**src/rtl/custom_axi_accel.sv**
```systemverilog
// Streaming accelerator: DEPTH-entry input FIFO feeding a pass/add/accumulate engine with valid/ready output.
// Define CUSTOM_AXI_ACCEL_SAT_EN to saturate modes 1 and 2 (and flag err_o) instead of wrapping.
module custom_axi_accel #(
  parameter int DATA_WIDTH = 16,
  parameter int DEPTH      = 4,
  parameter int LATENCY    = 2,
  parameter int CNT_WIDTH  = 8
) (
  input  logic                     clk_i,
  input  logic                     rst_i,
  input  logic [DATA_WIDTH-1:0]    in_data_i,
  input  logic                     in_valid_i,
  output logic                     in_ready_o,
  input  logic [1:0]               mode_i,
  input  logic [DATA_WIDTH-1:0]    addend_i,
  input  logic                     acc_clr_i,
  output logic [DATA_WIDTH-1:0]    out_data_o,
  output logic                     out_valid_o,
  input  logic                     out_ready_i,
  output logic [1:0]               status_o,
  output logic                     err_o,
  input  logic                     err_clr_i,
  output logic [$clog2(DEPTH):0]   fifo_count_o,
  output logic [CNT_WIDTH-1:0]     done_cnt_o
);

  localparam int PTR_W = $clog2(DEPTH);
  localparam int CNT_W = PTR_W + 1;
  localparam int LAT_W = $clog2(LATENCY) + 1;

  typedef enum logic [1:0] {
    ST_IDLE  = 2'd0,
    ST_BUSY  = 2'd1,
    ST_DONE  = 2'd2,
    ST_ERROR = 2'd3
  } state_e;

  state_e                  state_q, state_d;
  logic [DATA_WIDTH-1:0]   mem_q [DEPTH];
  logic [PTR_W-1:0]        wr_ptr_q, wr_ptr_d, rd_ptr_q, rd_ptr_d;
  logic [CNT_W-1:0]        count_q, count_d;
  logic                    in_ready_q, in_ready_d;
  logic [DATA_WIDTH-1:0]   word_q, word_d, addend_q, addend_d;
  logic [1:0]              mode_q, mode_d;
  logic [LAT_W-1:0]        lat_cnt_q, lat_cnt_d;
  logic [DATA_WIDTH-1:0]   acc_q, acc_d, out_data_q, out_data_d;
  logic                    err_q, err_d;
  logic [CNT_WIDTH-1:0]    done_cnt_q, done_cnt_d;

  logic                    push, pop, last_busy, sat;
  logic [DATA_WIDTH-1:0]   op_a, op_b, result;

  assign push      = in_valid_i && in_ready_q;
  assign pop       = (state_q == ST_IDLE) && (count_q != '0);
  assign last_busy = (state_q == ST_BUSY) && (lat_cnt_q == LAT_W'(LATENCY - 1));

  // NOTE: every signal assigned in an always_comb gets a default first, so no path leaves it unassigned and no latch is inferred.
  always_comb begin
    state_d = state_q;
    case (state_q)
      ST_IDLE:  if (pop) state_d = (mode_i == 2'd3) ? ST_ERROR : ST_BUSY;
      ST_BUSY:  if (last_busy) state_d = ST_DONE;
      ST_DONE:  if (out_ready_i) state_d = ST_IDLE;
      ST_ERROR: state_d = ST_IDLE;
      default:  state_d = ST_IDLE;
    endcase
  end

  // FIFO bookkeeping; ready is registered so a same-cycle pop never admits a push into a full FIFO.
  always_comb begin
    wr_ptr_d = push ? wr_ptr_q + PTR_W'(1) : wr_ptr_q;
    rd_ptr_d = pop  ? rd_ptr_q + PTR_W'(1) : rd_ptr_q;
    case ({push, pop})
      2'b10:   count_d = count_q + CNT_W'(1);
      2'b01:   count_d = count_q - CNT_W'(1);
      default: count_d = count_q;
    endcase
    in_ready_d = (count_d < CNT_W'(DEPTH));
  end

  always_comb begin
    word_d   = word_q;
    mode_d   = mode_q;
    addend_d = addend_q;
    if (pop) begin
      word_d   = mem_q[rd_ptr_q];
      mode_d   = mode_i;
      addend_d = addend_i;
    end
    lat_cnt_d = (state_q == ST_BUSY && !last_busy) ? lat_cnt_q + LAT_W'(1) : '0;

    op_a = word_q;
    case (mode_q)
      2'd1:    op_b = addend_q;
      2'd2:    op_b = acc_clr_i ? '0 : acc_q;
      default: op_b = '0;
    endcase
`ifdef CUSTOM_AXI_ACCEL_SAT_EN
    begin
      logic [DATA_WIDTH:0] sum_wide;
      sum_wide = {1'b0, op_a} + {1'b0, op_b};
      sat      = sum_wide[DATA_WIDTH];
      result   = sat ? '1 : sum_wide[DATA_WIDTH-1:0];
    end
`else
    sat    = 1'b0;
    result = op_a + op_b;
`endif

    acc_d      = acc_clr_i ? '0 : acc_q;
    out_data_d = out_data_q;
    if (last_busy) begin
      out_data_d = result;
      if (mode_q == 2'd2) acc_d = result;
    end

    // A new error outranks a simultaneous clear.
    if ((state_q == ST_ERROR) || (last_busy && sat)) err_d = 1'b1;
    else if (err_clr_i)                              err_d = 1'b0;
    else                                             err_d = err_q;

    done_cnt_d = (state_q == ST_DONE && out_ready_i) ? done_cnt_q + CNT_WIDTH'(1) : done_cnt_q;
  end

  // NOTE: sequential state uses non-blocking assignments so every flop samples pre-edge values.
  always_ff @(posedge clk_i or posedge rst_i) begin
    if (rst_i) begin
      state_q    <= ST_IDLE;
      wr_ptr_q   <= '0;
      rd_ptr_q   <= '0;
      count_q    <= '0;
      in_ready_q <= 1'b0;
      word_q     <= '0;
      mode_q     <= '0;
      addend_q   <= '0;
      lat_cnt_q  <= '0;
      acc_q      <= '0;
      out_data_q <= '0;
      err_q      <= 1'b0;
      done_cnt_q <= '0;
    end else begin
      state_q    <= state_d;
      wr_ptr_q   <= wr_ptr_d;
      rd_ptr_q   <= rd_ptr_d;
      count_q    <= count_d;
      in_ready_q <= in_ready_d;
      word_q     <= word_d;
      mode_q     <= mode_d;
      addend_q   <= addend_d;
      lat_cnt_q  <= lat_cnt_d;
      acc_q      <= acc_d;
      out_data_q <= out_data_d;
      err_q      <= err_d;
      done_cnt_q <= done_cnt_d;
    end
  end

  // NOTE: storage array is not reset; the pointers and count alone define which entries are valid.
  always_ff @(posedge clk_i) begin
    if (push) mem_q[wr_ptr_q] <= in_data_i;
  end

  always_comb begin
    in_ready_o   = in_ready_q;
    out_data_o   = out_data_q;
    out_valid_o  = (state_q == ST_DONE);
    status_o     = state_q;
    err_o        = err_q;
    fifo_count_o = count_q;
    done_cnt_o   = done_cnt_q;
  end

endmodule

```
**config.mk**
```make
export PLATFORM = sky130hd
export DESIGN_NAME = custom_axi_accel
export DESIGN_NICKNAME = d
export VERILOG_FILES = /design/src/rtl/custom_axi_accel.sv
export SDC_FILE = /design/constraint.sdc
export NUM_CORES = 1
export LEC_CHECK = 0
export ABC_AREA = 1
export BUFFER_PORTS_ARGS = -buffer_cell sky130_fd_sc_hd__buf_2
export CAP_MARGIN = 40
export CORE_ASPECT_RATIO = 0.9
export CORE_UTILIZATION = 55
export DETAILED_ROUTE_END_ITERATION = 7
export GPL_ROUTABILITY_DRIVEN = 1
export PLACE_DENSITY = 0.75
export SLEW_MARGIN = 30
export SYNTH_ARGS = -nofsm -noshare
export SYNTH_HDL_FRONTEND = slang
export SYNTH_SLANG_ARGS = --single-unit
```
**constraint.sdc**
```tcl
create_clock -name clk_i -period 4.15 [get_ports clk_i]
set_clock_uncertainty 0.2 [all_clocks]
set_input_delay 0.83 -clock clk_i [delete_from_list [all_inputs] [get_ports clk_i]]
set_output_delay 0.83 -clock clk_i [all_outputs]
set_load 0.01 [all_outputs]
```
==> results of run 1 <==
[cells by family after synthesis]
family | synth area share
AO/OA/AOI/OAI | 0.0673
buffers and inverters | 0.0565
multiplexers | 0.00158
AND/OR/NAND/NOR | 0.232
XOR/XNOR | 0.0173
adder cells (fa/ha/maj) | 0.0479
flip-flops | 0.577
[placed cells by master (no fill, tap or decap), types with 4 or more instances in the layout]
master / count
xnor2_1: 6
o21ai_0: 44
buf_2: 71
buf_4: 4
clkinvlp_4: 4
clkbuf_16: 17
dfrtp_1: 87
edfxtp_1: 64
a31oi_1: 15
buf_6: 4
inv_6: 4
ha_1: 24
xor2_1: 8
nand3b_1: 4
a21oi_1: 24
inv_1: 67
nor2_1: 95
nand3_1: 51
nand2_1: 223
inv_2: 6
nor2_2: 6
[power groups by stage]
stage,combinational (mW),sequential [mW],clock (mW)
final,2.47,2.30,1.54
after global routing,2.82,2.35,1.61
after CTS,2.47,2.30,1.56
after detailed placement,2.45,2.32,0
after global placement,2.37,2.31,0
after floorplan,1.75,2.29,0
[worst paths after layout]
path	to	startpoint
max	out_data_o[12]	mode_q[0]
min	done_cnt_o[7]	rst_i
max reg2reg	out_data_o[12]	mode_q[0]
min reg2reg	lat_cnt_q[0]	lat_cnt_q[0]
max in group asynchronous	addend_q[5]	rst_i
min in group clk_i	lat_cnt_q[0]	lat_cnt_q[0]
[area by class of cell]
type | count | area [sq um]
clock inverter | 15 | 166
tap | 164 | 205
sequential | 151 | 4100
clock buffer | 17 | 425
timing repair buffer | 81 | 470
inverter | 74 | 279
fill | 1022 | 4380
multi-input combinational | 529 | 2610
[critical path, cell delays in order (launching register included)]
cell and delay [ns]:
dfrtp_1 0.38, inv_1 0.08, ha_1 0.60, nand3_1 0.16, a21oi_1 0.18, ha_1 0.19
inv_1 0.06, fa_1 0.41, inv_1 0.11, nand3_1 0.07, nand3_1 0.12, nand3_1 0.11
nand3_1 0.08, nand2_1 0.06, nand3_1 0.08, nand2_1 0.05
[state kept, by name, summed over array words and instances (netlist names)]
signal and count:
fifo_count_o 3, in_ready_o 1, status_o 2, mem_q 64, out_data_o 16, mode_q 2, op_a 16, err_o 1
lat_cnt_q 2, wr_ptr_q 2, addend_q 16, rd_ptr_q 2, acc_q 16, done_cnt_o 8
[metal layers]
layer,track usage,up-vias,part of all wire
met2,0.412,158,0.47
met1,0.336,2537,0.45
met5,0,-,0
li1,-,2680,-
met4,0.106,0,0.022
met3,0.0591,25,0.050
[metrics by stage]
step                      area, sq um  std cells   util  setup slack, ns  total power, mW
after floorplan                  7100        782      -            0.870             4.04
after global placement           7600        994  0.602            0.804             4.68
after detailed placement         7650        998  0.605            0.739             4.77
after CTS                        8240       1030  0.652             1.08             6.32
after global routing             8260       1031  0.654            0.842             6.78
final                            8260       1031  0.654             1.10             6.31
==> results by group, run 1 <==
Detailed routing
  • Antenna viol nets, final: 0
  • Via Count: 5400
  • DRC violations left: 0
  • Post-DR vias/cell: 5.24
  • Routed len/inst: 15.3 um
  • Drt pass-1 iters: 4
  • WL final: 15.7 mm
  • DR iter-0 viols: 319

Place
  • Port bufs: 71
  • Gpl congestion: 0.938
  • DP Wirelength: 11.0 mm

Floorplanning
  • Chip Width: 122 um
  • Die Area: 13400 sq um
  • IO Pins: 72
  • # rows: 39
  • CORE AREA: 12600 sq um
  • Starting Density: 0.562
  • Die Ht: 110 um

Power and ir drop
  • Switching share of power: 0.405
  • Max VDD drop: 0.000441 V
  • PwrDens: 764 nW/um^2
  • Int Pwr: 3.76 mW
  • Flop pwr share: 0.365
  • Combinational power share: 0.391
  • Psw: 2.56 mW
  • Clock power frac: 0.244
  • Leakage: 3.89 nW

Logic synthesis
  • Mapped Nets: 848
  • Synth cell types: 32
  • Synthesized area per cell: 9.08 sq um
  • Post-synth EDFFs: 64
  • Seq/Total Area, Yosys: 0.577
  • Top_reg_cell synth: dfrtp_1
  • Area leader, netlist: dfrtp_1
  • Synth warnings: 0
  • Cells after Synth: 782
  • Syn Std Cell Area: 7100 sq um
  • Most frequent cells after synthesis: nand2_1 (223), nor2_1 (99), dfrtp_1 (87)
  • Area share of the largest cell type after synthesis: 0.306
  • Synthesized flop and latch total: 151
  • Async set-or-reset flop fraction in the synthesized netlist: 0.576
  • Ranking of synthesized cells by area: dfrtp_1 (31%), edfxtp_1 (27%), nand2_1 (12%), nor2_1 (5.2%), ha_1 (4.2%)
  • Most frequent cell after synthesis: nand2_1

Timing
  • RSZ-0062 raised after global routing: false
  • Hold Vio Cnt, Final: 0
  • Final Slew Violations: 0
  • Setup-failing EPs final: 0
  • Slew margin rel.: 0.495
  • Period utilization: 0.736
  • Period minus WS final: 3.05 ns
  • Slew @ Worst Pin: 0.758 ns
  • Max Fclk: 327 MHz
  • Minimum hold slack: 0.0900 ns
  • Setup TNS: 0 ns

CTS
  • Clock sinks: 151
  • Clock slew seen by the registers of the worst setup and hold paths: 0.06 ns
  • Post_cts resized: 0
  • H-tree levels: 4
  • Clock root buffer: clkbuf_16
  • CTS tree: yes
  • CTS Buffer Depth: 2
  • Post-CTS Hold Buffers: 0
  • CTS buffer count: 17
  • Clk_lat worst skew: 0.43 ns
  • Post-CTS setup buffers: 0

Job
  • Max-Cap Viols: 0

GRT
  • GRT Total Usage: 0.257
  • First-pass GRT wire length: 25.3 mm
  • Congestion Overflow GR: 0
  • Initial antenna violation count: 0
  • Vias in the first global route: 5182
  • Largest net degree at the start of global routing: 55

Critical path
  • R2R Setup Slk: 1.10 ns
  • Critical Path RT: 4.26 ns
  • Cell depth of the worst flop-to-flop path: 15
  • Setup crit end kind: flip-flop
  • Data arrival time of the critical path: 3.17 ns
  • Worst Path Max Fanout: 17
  • Type of the worst setup path: reg -> reg
  • Startpoint Class: flip-flop

Outcome
  • Status: finished clean

Layout
  • Diodes inserted: 0
  • Area grow syn2layout: 16.3%
  • Nets: 920
  • Share of cells above drive strength 1: 0.159

Worst hold path
  • Hold Crit Class: in -> async
Note: power is estimated with default switching activity, not from simulation.
==> run 2, diff against run 1 <==
--- a/config.mk
+++ b/config.mk
@@ -5,7 +5,7 @@
 export SDC_FILE = /design/constraint.sdc
 export NUM_CORES = 1
 export LEC_CHECK = 0
-export ABC_AREA = 1
+export ABC_AREA = 0
 export BUFFER_PORTS_ARGS = -buffer_cell sky130_fd_sc_hd__buf_2
 export CAP_MARGIN = 40
 export CORE_ASPECT_RATIO = 0.9
==> constraint.sdc (replaced) <==
create_clock -name clk_i -period 3.1 [get_ports clk_i]
set_clock_uncertainty 0.2 [all_clocks]
set_input_delay 0.62 -clock clk_i [delete_from_list [all_inputs] [get_ports clk_i]]
set_output_delay 0.62 -clock clk_i [all_outputs]
set_load 0.01 [all_outputs]
==> results by group, run 2 <==
Outcome
  • Status: finished clean

GRT
  • First-pass GRT wire length: 22.0 mm
  • Vias in the first global route: 4327
  • Largest net degree at the start of global routing: 48
  • Congestion Overflow GR: 0
  • Initial antenna violation count: 0
  • GRT Total Usage: 0.236

Logic synthesis
  • Area share of the largest cell type after synthesis: 0.326
  • Async set-or-reset flop fraction in the synthesized netlist: 0.576
  • Post-synth EDFFs: 64
  • Ranking of synthesized cells by area: dfrtp_1 (33%), edfxtp_1 (29%), mux4_2 (5.4%), nand2_1 (4.6%), ha_1 (4.5%)
  • Mapped Nets: 588
  • Synthesized area per cell: 12.8 sq um
  • Seq/Total Area, Yosys: 0.614
  • Synthesized flop and latch total: 151
  • Synth warnings: 0
  • Area leader, netlist: dfrtp_1
  • Most frequent cell after synthesis: dfrtp_1
  • Top_reg_cell synth: dfrtp_1
  • Cells after Synth: 522
  • Most frequent cells after synthesis: dfrtp_1 (87), nand2_1 (82), edfxtp_1 (64)
  • Synth cell types: 47
  • Syn Std Cell Area: 6670 sq um

Detailed routing
  • WL final: 13.6 mm
  • DR iter-0 viols: 308
  • Post-DR vias/cell: 5.51
  • Routed len/inst: 17.1 um
  • Drt pass-1 iters: 4
  • DRC violations left: 0
  • Via Count: 4404
  • Antenna viol nets, final: 0

Timing
  • Period minus WS final: 3.05 ns
  • Period utilization: 0.984
  • Final Slew Violations: 0
  • Max Fclk: 328 MHz
  • Slew margin rel.: 0.464
  • Setup TNS: 0 ns
  • RSZ-0062 raised after global routing: true
  • Setup-failing EPs final: 0
  • Slew @ Worst Pin: 0.804 ns
  • Hold Vio Cnt, Final: 0

Layout
  • Biggest register: mem_q
  • Area of the multi-input gates: 2500 sq um
  • Reg area: 4100 sq um
  • Post-route insts no fill: 799
  • Share of cells above drive strength 1: 0.320
  • Commonest non-fill, non-tap cell in the layout: dfrtp_1
  • Nets: 696
  • Area grow syn2layout: 23.7%
  • Diodes inserted: 0
  • Max reg flops: 64
  • Layout fillers: 790
  • Most frequent cells in the layout: dfrtp_1 (87), nand2_1 (82), buf_2 (71)

Worst hold path
  • Hold Crit Class: in -> reg
  • Hold path startpoint: addend_i[7]

Power and ir drop
  • Flop pwr share: 0.361
  • Final Power: 8.71 mW
  • Psw: 3.00 mW
  • Clock power frac: 0.258
  • Leakage: 3.66 nW
  • Switching share of power: 0.344
  • Max VDD drop: 0.000539 V
  • PwrDens: 1060 nW/um^2
  • Int Pwr: 5.71 mW
  • Combinational power share: 0.380

Floorplanning
  • CORE AREA: 11600 sq um
  • Starting Density: 0.574
  • Die Ht: 106 um
  • # rows: 37
  • IO Pins: 72
  • Chip Width: 118 um
  • Die Area: 12600 sq um

Place
  • Dpl cells: 754
  • DP Wirelength: 8.98 mm
  • Gpl congestion: 0.848
  • Port bufs: 71

Critical path
  • Worst Setup SP: mode_q[1]
  • Startpoint Class: flip-flop
  • Worst path cell trace: ha_4 > nor2b_4 > buf_6 > buf_6 > buf_6 > a22oi_2 > nor2_1 > ha_1 > and2_4 > o311a_4 > o41ai_4 > xor2_2 > o21ai_1
  • Worst Path Max Fanout: 5
  • Worst path slowest cell: dfrtp_1
  • Setup crit end kind: flip-flop
  • Type of the worst setup path: reg -> reg
  • R2r startpoint: mode_q[1]
  • Cell repeated most along the worst path: buf_6
  • Critical Path RT: 3.21 ns
  • WP buf/inv: 3
  • Data arrival time of the critical path: 3.16 ns
  • Worst path max stage delay: 0.41 ns
  • CP delay by family, top: compound AO/OA/AOI/OAI gates

CTS
  • Clock slew seen by the registers of the worst setup and hold paths: 0.06 ns
  • Clock sinks: 151
  • Clk_lat worst skew: 0.43 ns
  • Clock root buffer: clkbuf_16
  • CTS Buffer Depth: 2
  • CTS tree: yes
  • H-tree levels: 4
  • CTS buffer count: 17

Job
  • Max-Cap Viols: 0
## run 2: changes by cell type after synthesis, moves of 15 or more
cell	change
mux4_2	+16
mux2_2	+18
a22oi_1	+15
nand2_1	-141
nor2_1	-73
nand3_1	-30
inv_1	-52
## run 2: power groups by stage
| stage | sequential, mW | combinational [mW] | clock, mW |
|---|---|---|---|
| finish | 3.15 | 3.31 | 2.25 |
| global route | 3.21 | 3.66 | 2.36 |
| CTS | 3.14 | 3.15 | 2.28 |
| detailed placement | 3.16 | 3.09 | 0 |
| global placement | 3.13 | 2.98 | 0 |
| floorplan | 3.08 | 2.09 | 0 |
## run 2: final cells by class
cell class / count / share of cell area
Sequential cell: 151 / 0.497
Clock inverter: 12 / 0.0226
Timing Repair Buffer: 113 / 0.0893
Inverter: 17 / 0.00789
Clock buffer: 20 / 0.0567
Tap cell: 156 / 0.0237
Multi-Input combinational cell: 330 / 0.303
## run 2: worst paths after layout
path	slack, ns	cells past startpoint	to
max in group asynchronous	1.83	4	op_a[12]
worst max register to register	0.05	13	acc_q[12]
min in group asynchronous	0.41	3	in_ready_o
worst min register to register	0.23	1	lat_cnt_q[0]
worst max-delay path	0.05	13	acc_q[12]
worst min-delay path	0.17	3	addend_q[7]
## run 2: layer usage
metal  wire length (um)  GRT usage
met1               6170      0.312
met2               6600      0.372
met3                666     0.0676
met4                197     0.0879
met5                  0          0
## run 2: metrics by stage
step | cell area, sq um | utilization | setup slack, ns | hold WS, ns
after floorplan | 6670 | - | 0.0105 | 0.208
after global placement | 7370 | 0.634 | -0.00511 | 0.217
after detailed placement | 7370 | 0.634 | -0.0763 | 0.226
after CTS | 8040 | 0.692 | 0.0122 | 0.0901
after global routing | 8250 | 0.710 | -0.0656 | 0.177
final | 8250 | 0.710 | 0.0499 | 0.175
## run 2: logic make-up after synthesis
family / Yosys count / synth area share
muxes: 35 / 0.0861
AOI/OAI and AO/OA: 84 / 0.0835
xor gates and xnor gates: 27 / 0.0354
adders and majority gates: 26 / 0.0510
and+or+nand+nor: 158 / 0.105
DFF: 151 / 0.614
buffers and inverters: 41 / 0.0246
## run 2: worst reg2reg max path, delay by kind of cell, from the launching register on
family | cells | cell delay [ns]
adders and majority gates | 2 | 0.52
and+or+nand+nor | 3 | 0.38
xor gates and xnor gates | 1 | 0.19
AOI/OAI and AO/OA | 4 | 0.90
DFF | 1 | 0.41
buffers and inverters | 3 | 0.34
## run 2: what timing repair did
action	in CTS	in global routing
gates cloned	0	1
pin swaps	1	19
hold buffers	0	1
hold endpoints to repair	0	4
gates resized for setup	2	22
setup buffers	0	6
setup endpoints to repair	4	22
==> run 3, diff against run 2 <==
--- a/config.mk
+++ b/config.mk
@@ -5,14 +5,14 @@
 export SDC_FILE = /design/constraint.sdc
 export NUM_CORES = 1
 export LEC_CHECK = 0
-export ABC_AREA = 0
+export ABC_AREA = 1
 export BUFFER_PORTS_ARGS = -buffer_cell sky130_fd_sc_hd__buf_2
 export CAP_MARGIN = 40
 export CORE_ASPECT_RATIO = 0.9
 export CORE_UTILIZATION = 55
 export DETAILED_ROUTE_END_ITERATION = 7
 export GPL_ROUTABILITY_DRIVEN = 1
-export PLACE_DENSITY = 0.75
+export PLACE_DENSITY_LB_ADDON = 0.12
 export SLEW_MARGIN = 30
 export SYNTH_ARGS = -nofsm -noshare
 export SYNTH_HDL_FRONTEND = slang
==> results by group, run 3 (synthesized netlist as in run 1, its figures left out) <==
Floorplanning
  • Chip Width: 122 um
  • IO Pins: 72
  • CORE AREA: 12600 sq um
  • # rows: 39
  • Die Ht: 110 um
  • Starting Density: 0.562
  • Die Area: 13400 sq um

GRT
  • Congestion Overflow GR: 0
  • First-pass GRT wire length: 25.2 mm
  • GRT Total Usage: 0.258
  • Initial antenna violation count: 0
  • Vias in the first global route: 4957
  • Largest net degree at the start of global routing: 69

Critical path
  • Worst Path Max Fanout: 11
  • Data arrival time of the critical path: 2.91 ns
  • Cell repeated most along the worst path: nand2_1
  • Startpoint Class: flip-flop
  • WP buf/inv: 2
  • Worst path max stage delay: 0.39 ns
  • Worst path cell trace: inv_1 > ha_1 > buf_4 > nand2_1 > a21oi_1 > ha_1 > or2_1 > nand3_1 > nand2_1 > or2_2 > nand3_1 > nand2_1
  • Worst path slowest cell: dfrtp_1
  • Critical Path RT: 3.21 ns
  • Type of the worst setup path: reg -> reg
  • Setup crit end kind: flip-flop
  • CP delay by family, top: simple AND/OR/NAND/NOR gates

Power and ir drop
  • Int Pwr: 5.13 mW
  • Psw: 3.41 mW
  • Max VDD drop: 0.000549 V
  • Leakage: 3.93 nW
  • Final Power: 8.53 mW
  • Flop pwr share: 0.358
  • Switching share of power: 0.399
  • Combinational power share: 0.393
  • PwrDens: 1030 nW/um^2
  • Clock power frac: 0.248

Layout
  • Commonest non-fill, non-tap cell in the layout: nand2_1
  • Core Util, Final: 0.656
  • Max reg flops: 64
  • Share of cells above drive strength 1: 0.157
  • Post-route insts no fill: 1037
  • Area grow syn2layout: 16.8%
  • Nets: 926
  • Biggest register: mem_q
  • Most frequent cells in the layout: nand2_1 (223), nor2_1 (99), dfrtp_1 (87)
  • Design area: 8300 sq um
  • Diodes inserted: 0

Timing
  • Final Slew Violations: 0
  • Slew margin rel.: 0.583
  • Max Fclk: 357 MHz
  • Hold Vio Cnt, Final: 0
  • Period minus WS final: 2.80 ns
  • Slack of the critical path: 0.296 ns
  • Setup TNS: 0 ns
  • Minimum hold slack: 0.183 ns
  • Setup-failing EPs final: 0
  • RSZ-0062 raised after global routing: false
  • Slew @ Worst Pin: 0.625 ns
  • Period utilization: 0.904

Place
  • Port bufs: 71
  • DP Wirelength: 11.2 mm
  • Dpl cells: 1004
  • Gpl congestion: 0.913
  • DP Worst Slack: 0.190 ns
  • Area post-placement: 7680 sq um

CTS
  • Post-CTS setup buffers: 0
  • Clock sinks: 151
  • Clock slew seen by the registers of the worst setup and hold paths: 0.06 ns
  • CTS tree: yes
  • Clock root buffer: clkbuf_16
  • CTS Buffer Depth: 2
  • H-tree levels: 4
  • Clk_lat worst skew: 0.43 ns
  • CTS buffer count: 17

Job
  • Max-Cap Viols: 0

Outcome
  • Status: finished clean

Detailed routing
  • DR iter-0 viols: 424
  • WL final: 16.2 mm
  • Antenna viol nets, final: 0
  • DRC violations left: 0
  • Drt pass-1 iters: 5
  • Routed len/inst: 15.6 um
  • Post-DR vias/cell: 5.14
  • Via Count: 5327

Worst hold path
  • Hold Crit Class: in -> reg
==> run 3: cell types whose count changed in the layout (fill, tap and decap cells not counted), sizes merged, moves of 15 or more <==
cell / delta
nand2: +144
buf: -26
inv: +56
mux2: -18
nand3: +31
a22oi: -15
mux4: -16
nor2: +78
==> run 3: final timing paths <==
kind	slack, ns	end	cells past startpoint	from
max	0.30	acc_q[7]	12	mode_q[1]
min	0.18	err_o	2	err_clr_i
max reg2reg	0.30	acc_q[7]	12	mode_q[1]
min reg2reg	0.24	lat_cnt_q[0]	1	lat_cnt_q[0]
max in group asynchronous	1.51	out_data_o[5]	4	rst_i
min in group asynchronous	0.50	wr_ptr_q[0]	3	rst_i
==> run 3: power by group through the flow <==
stage	registers (mW)	logic [mW]	clock network [mW]
floorplan	3.07	2.34	0
global placement	3.06	3.27	0
detailed placement	3.09	3.33	0
CTS	3.06	3.36	2.15
global route	3.12	3.81	2.23
finish	3.06	3.36	2.12
==> run 3: routing by layer <==
| layer | GRT usage | vias up | part of all wire |
|---|---|---|---|
| met5 | 0 | - | 0 |
| met4 | 0.0926 | 0 | 0.014 |
| met3 | 0.0586 | 15 | 0.048 |
| met2 | 0.411 | 127 | 0.48 |
| met1 | 0.348 | 2495 | 0.46 |
| li1 | - | 2690 | - |
==> run 3: what timing repair did <==
| item | CTS | global route |
|---|---|---|
| endpoints found under the setup margin | 0 | 2 |
| endpoints found under the hold margin | 19 | 0 |
| resized for setup | 0 | 1 |
| hold buffers | 1 | 0 |
==> run 3: area by class of cell <==
class,instances,area (sq um)
Clock buffer,19,433
Clock inverter,13,171
Fill cell,1057,4340
Inverter,74,279
Multi-Input combinational cell,529,2610
Sequential cell,151,4100
Tap cell,164,205
Timing Repair Buffer,87,503
